--- src/rtl/mc14500_pkg.sv ---
// mc14500_pkg: shared I/O bus constants and types for the MC14500B ICU family
package mc14500_pkg;
  localparam int IO_ADDR_W = 3;
  localparam int IO_BITS = 8;
  localparam int PULSE_CYCLES_DEF = 16;
  typedef logic [IO_ADDR_W-1:0] io_addr_t;
endpackage

--- src/rtl/mc14599_out_latch_pulse_tmr.sv ---
// mc14599_pulse_tmr: per-bit monostable down-counter; expire strobes the cycle before it reaches zero
module mc14599_pulse_tmr #(
  parameter int PULSE_CYCLES = 16,
  parameter int TMR_W = 8
) (
  input  logic clk,
  input  logic rst,
  input  logic load,
  input  logic cancel,
  output logic expire
);
  logic [TMR_W-1:0] cnt;
  always_ff @(posedge clk)
    if (rst || cancel) cnt <= '0;
    else if (load) cnt <= TMR_W'(PULSE_CYCLES);
    else if (cnt != '0) cnt <= cnt - 1'b1;
  assign expire = (cnt == TMR_W'(1)) && !load && !cancel;
endmodule

--- src/rtl/mc14599_out_latch.sv ---
// mc14599_out_latch: 8-bit addressable output latch with readback; timed outputs when MC14599_PULSE_EN is defined
module mc14599_out_latch
  import mc14500_pkg::*;
#(
  parameter int PULSE_CYCLES = PULSE_CYCLES_DEF,
  parameter int TMR_W = 8
) (
  input  logic               clk,
  input  logic               rst,
  input  logic               ce,
  input  logic               wd,
  input  io_addr_t           a,
  input  logic               d,
  input  logic               pls,
  output logic [IO_BITS-1:0] q,
  output logic               rd,
  output logic               rd_oe
);
  logic               we;
  logic [IO_BITS-1:0] sel;
  logic [IO_BITS-1:0] expire;
  assign we = ce && wd;
  assign sel = IO_BITS'(1) << a;
`ifdef MC14599_PULSE_EN
  for (genvar i = 0; i < IO_BITS; i++) begin : g_tmr
    mc14599_pulse_tmr #(.PULSE_CYCLES(PULSE_CYCLES), .TMR_W(TMR_W)) u_tmr (
      .clk(clk),
      .rst(rst),
      .load(we && sel[i] && d && pls),
      .cancel(we && sel[i] && !(d && pls)),
      .expire(expire[i])
    );
  end
`else
  logic unused_cfg;
  assign unused_cfg = ^{pls, TMR_W'(PULSE_CYCLES)};
  assign expire = '0;
`endif
  // a write to a bit overrides its own timer expiring in the same cycle
  always_ff @(posedge clk)
    if (rst) begin
      q <= '0;
      rd <= 1'b0;
      rd_oe <= 1'b0;
    end else begin
      q <= we ? ((q & ~sel & ~expire) | (d ? sel : '0)) : (q & ~expire);
      rd_oe <= ce && !wd;
      if (ce && !wd) rd <= q[a];
    end
endmodule

--- config.mk ---
export PLATFORM = sky130hd
export DESIGN_NAME = mc14599_out_latch
export DESIGN_NICKNAME = d
export VERILOG_FILES = /design/src/rtl/mc14500_pkg.sv /design/src/rtl/mc14599_out_latch_pulse_tmr.sv /design/src/rtl/mc14599_out_latch.sv
export SDC_FILE = /design/constraint.sdc
export NUM_CORES = 1
export LEC_CHECK = 0
export ABC_AREA = 1
export CELL_PAD_IN_SITES_DETAIL_PLACEMENT = 2
export CELL_PAD_IN_SITES_GLOBAL_PLACEMENT = 2
export CORE_MARGIN = 5
export CORE_UTILIZATION = 20
export DETAILED_ROUTE_END_ITERATION = 16
export PLACE_DENSITY_LB_ADDON = 0.1
export SYNTH_ARGS = -nofsm -noshare
export SYNTH_HDL_FRONTEND = slang
export SYNTH_HIERARCHICAL = 1
export SYNTH_SLANG_ARGS = --single-unit
--- constraint.sdc ---
create_clock -name clk -period 1 [get_ports clk]
set_input_delay 0.3 -clock clk [delete_from_list [all_inputs] [get_ports clk]]
set_output_delay 0.3 -clock clk [all_outputs]
set_load 0.05 [all_outputs]
==> qor.txt <==
run status - complete, but fails checks
violated checks - negative setup slack
Total Routing Usage GR - 12.7%
HPWL after detailed placement - 1480 µm
setup repair after global routing missed its margin - true
Arrival @ worst endpoint - 0.78 ns
count of different cell masters after synthesis - 19
setup ws final - -0.0832 ns
non-filler instance count after layout - 142
Peak supply drop - 0.487 mV
antenna viol nets, final - 0
Post-Synthesis Cells - 77
fin crit period - 1.08 ns
worst min-delay path endpoint - rd$_SDFFE_PP0P_
placed inst area - 896 µm²
nets in the synthesized netlist - 86
largest net degree at the start of global routing - 9
Residual DRC - 0
Max H-tree Level - 1
vias in the first global route - 725
FP Rows - 18
Hold Buf Count CTS - 0
register area share after synthesis - 37.6%
Starting Density - 21.1%
Vias - 637
cell area after synthesis - 533 µm²
Clock Path Buffers - 2
Yosys warnings - 6
Sink Count - 10
RD Place Congestion - 0.718
placed cell count - 128
Critical Path Slowest Stage Cell - dfxtp_4
Syn Area/Cell - 6.92 µm²
Critical Path RT - 0.70 ns
DR vias/cell - 4.49
Pre-antenna DRT Iters - 2
Chip Height - 61.6 µm
Die W - 61.6 µm
fin crit share - 108%
first-pass GRT wire length - 3350 µm
Worst-Margin Slew - 0.206 ns
setup TNS - -0.717 ns
crit path cell chain - buf_12
CTS root buffer - clkbuf_4
Slew HR - 86.2%
Clock transition at path regs - 0.07 ns
R2R depth - 7
CTS buffer count - 3
clk_lat worst skew - 0.28 ns
grt ovf - 0
critical path peak fanout - 2
initial antenna violation count - 0
CP endpoint kind - output port
die area - 3800 µm²
Slew Viols, Final - 0
Final Hold Viols - 0
max incr delay on CP - 0.36 ns
WP buf/inv - 1
layout overhead on the synthesized area - 96.0%
Hold Path Class - in -> reg
Static Leak - 0.443 nW
final core area utilization - 41.4%
Max Cap Viol - 0
post-route cell area - 1040 µm²
CP delay by family, top - flip-flops
core box area - 2520 µm²
fmax - 923 MHz
Critical Path Source Type - flip-flop
routed wire length per instance - 13.6 µm
hold path startpoint - a[2]
share of cells above drive strength 1 - 54.5%
# setup viols final - 10
FF+latch count, synth - 10
total chip power - 1.02 mW
clk_skew - 0.00147 ns
Worst Hold Slack - 0.382 ns
Power per Cell Area - 973 nW/µm²
pre-CTS setup slack - -0.545 ns
TritonCTS clock tree - done
hold path depth - 4
nets@finish - 122
register-to-register setup slack - 0.06 ns
Ports - 19
# diodes - 0
PortBufs - 17
drt total wl - 1930 µm
Crit Path Category - reg -> out
first-iteration detailed-routing DRC count - 8
FF-to-FF End - rd$_SDFFE_PP0P_
[kinds of logic (layout without fill, tap and decap cells)]
group | after synthesis | after routing | synth area share [%]
AOI/OAI and AO/OA | 18 | 18 | 18.1
buffers and inverters | 13 | 48 | 11.3
DFF | 10 | 10 | 37.6
and+or+nand+nor | 36 | 36 | 33.1
[synthesized netlist by cell type]
library cell	instances	area, µm²
nand2_1	18	67.6
dfxtp_1	10	200
nand3_1	10	50.1
a21oi_1	8	40.0
o21ai_1	8	40.0
inv_1	4	15.0
inv_2	4	15.0
nor2_4	3	33.8
nor2_1	2	7.51
a21oi_2	1	8.76
buf_2	1	5.00
buf_6	1	11.3
clkbuf_1	1	3.75
clkinv_1	1	3.75
inv_4	1	6.26
nand2_2	1	6.26
nor2_2	1	6.26
nor3_1	1	5.00
o21bai_1	1	7.51
[worst register-to-register path, stage by stage (launching register included)]
cell	delay (ns)
dfxtp_2	0.34
buf_4	0.13
nand2_2	0.05
nand2_1	0.05
nand2_1	0.08
nand3_2	0.08
nand2_2	0.07
a21oi_2	0.04
[per-layer routing]
layer  routed length, µm  part of all wire (%)  GRT usage, %
met5                   0                     0             0
met4                  42                   2.2          5.45
met3                 101                   5.2          4.61
met2                 940                    49          21.1
met1                 846                    44          14.6
[worst max-delay path by stage]
stage                    from         to  slack [ns]  depth (start not counted)
CTS                 flip-flop       q[4]       -0.11                          1
finish              flip-flop       q[4]       -0.08                          1
global placement         a[2]  flip-flop       -0.55                          6
floorplan                a[0]  flip-flop        0.05                          5
detailed placement       a[2]  flip-flop       -0.55                          6
global route        flip-flop       q[7]       -0.11                          1
[what timing repair did]
item,4_1_cts,5_1_grt
pin swaps,3,3
gates cloned,0,0
setup buffers,10,0
endpoints found under the setup margin,19,17
gates resized for setup,14,15
endpoints found under the hold margin,0,0
[power breakdown]
| part | internal (mW) | switching (mW) |
|---|---|---|
| Sequential | 0.396 | 0.00815 |
| Combinational | 0.103 | 0.121 |
| Clock | 0.222 | 0.167 |
| Total | 0.721 | 0.296 |
[cell usage in the layout, fill, tap and decap left out, types with 5 or more instances in the layout]
cell	n
nand3_1	8
buf_12	11
nand2_1	15
dfxtp_2	5
o21ai_1	8
buf_4	14
nor2_4	5
dfxtp_4	5
a21oi_1	8
[final cells by class]
type	count	area [µm²]
multi-input cells	54	303
fillers	294	1480
flip-flops and latches	10	225
well taps	30	37.5
repair buffers	34	400
inverters	10	42.5
clock buffers	4	36.3
Power figures use the tool's default switching activity.
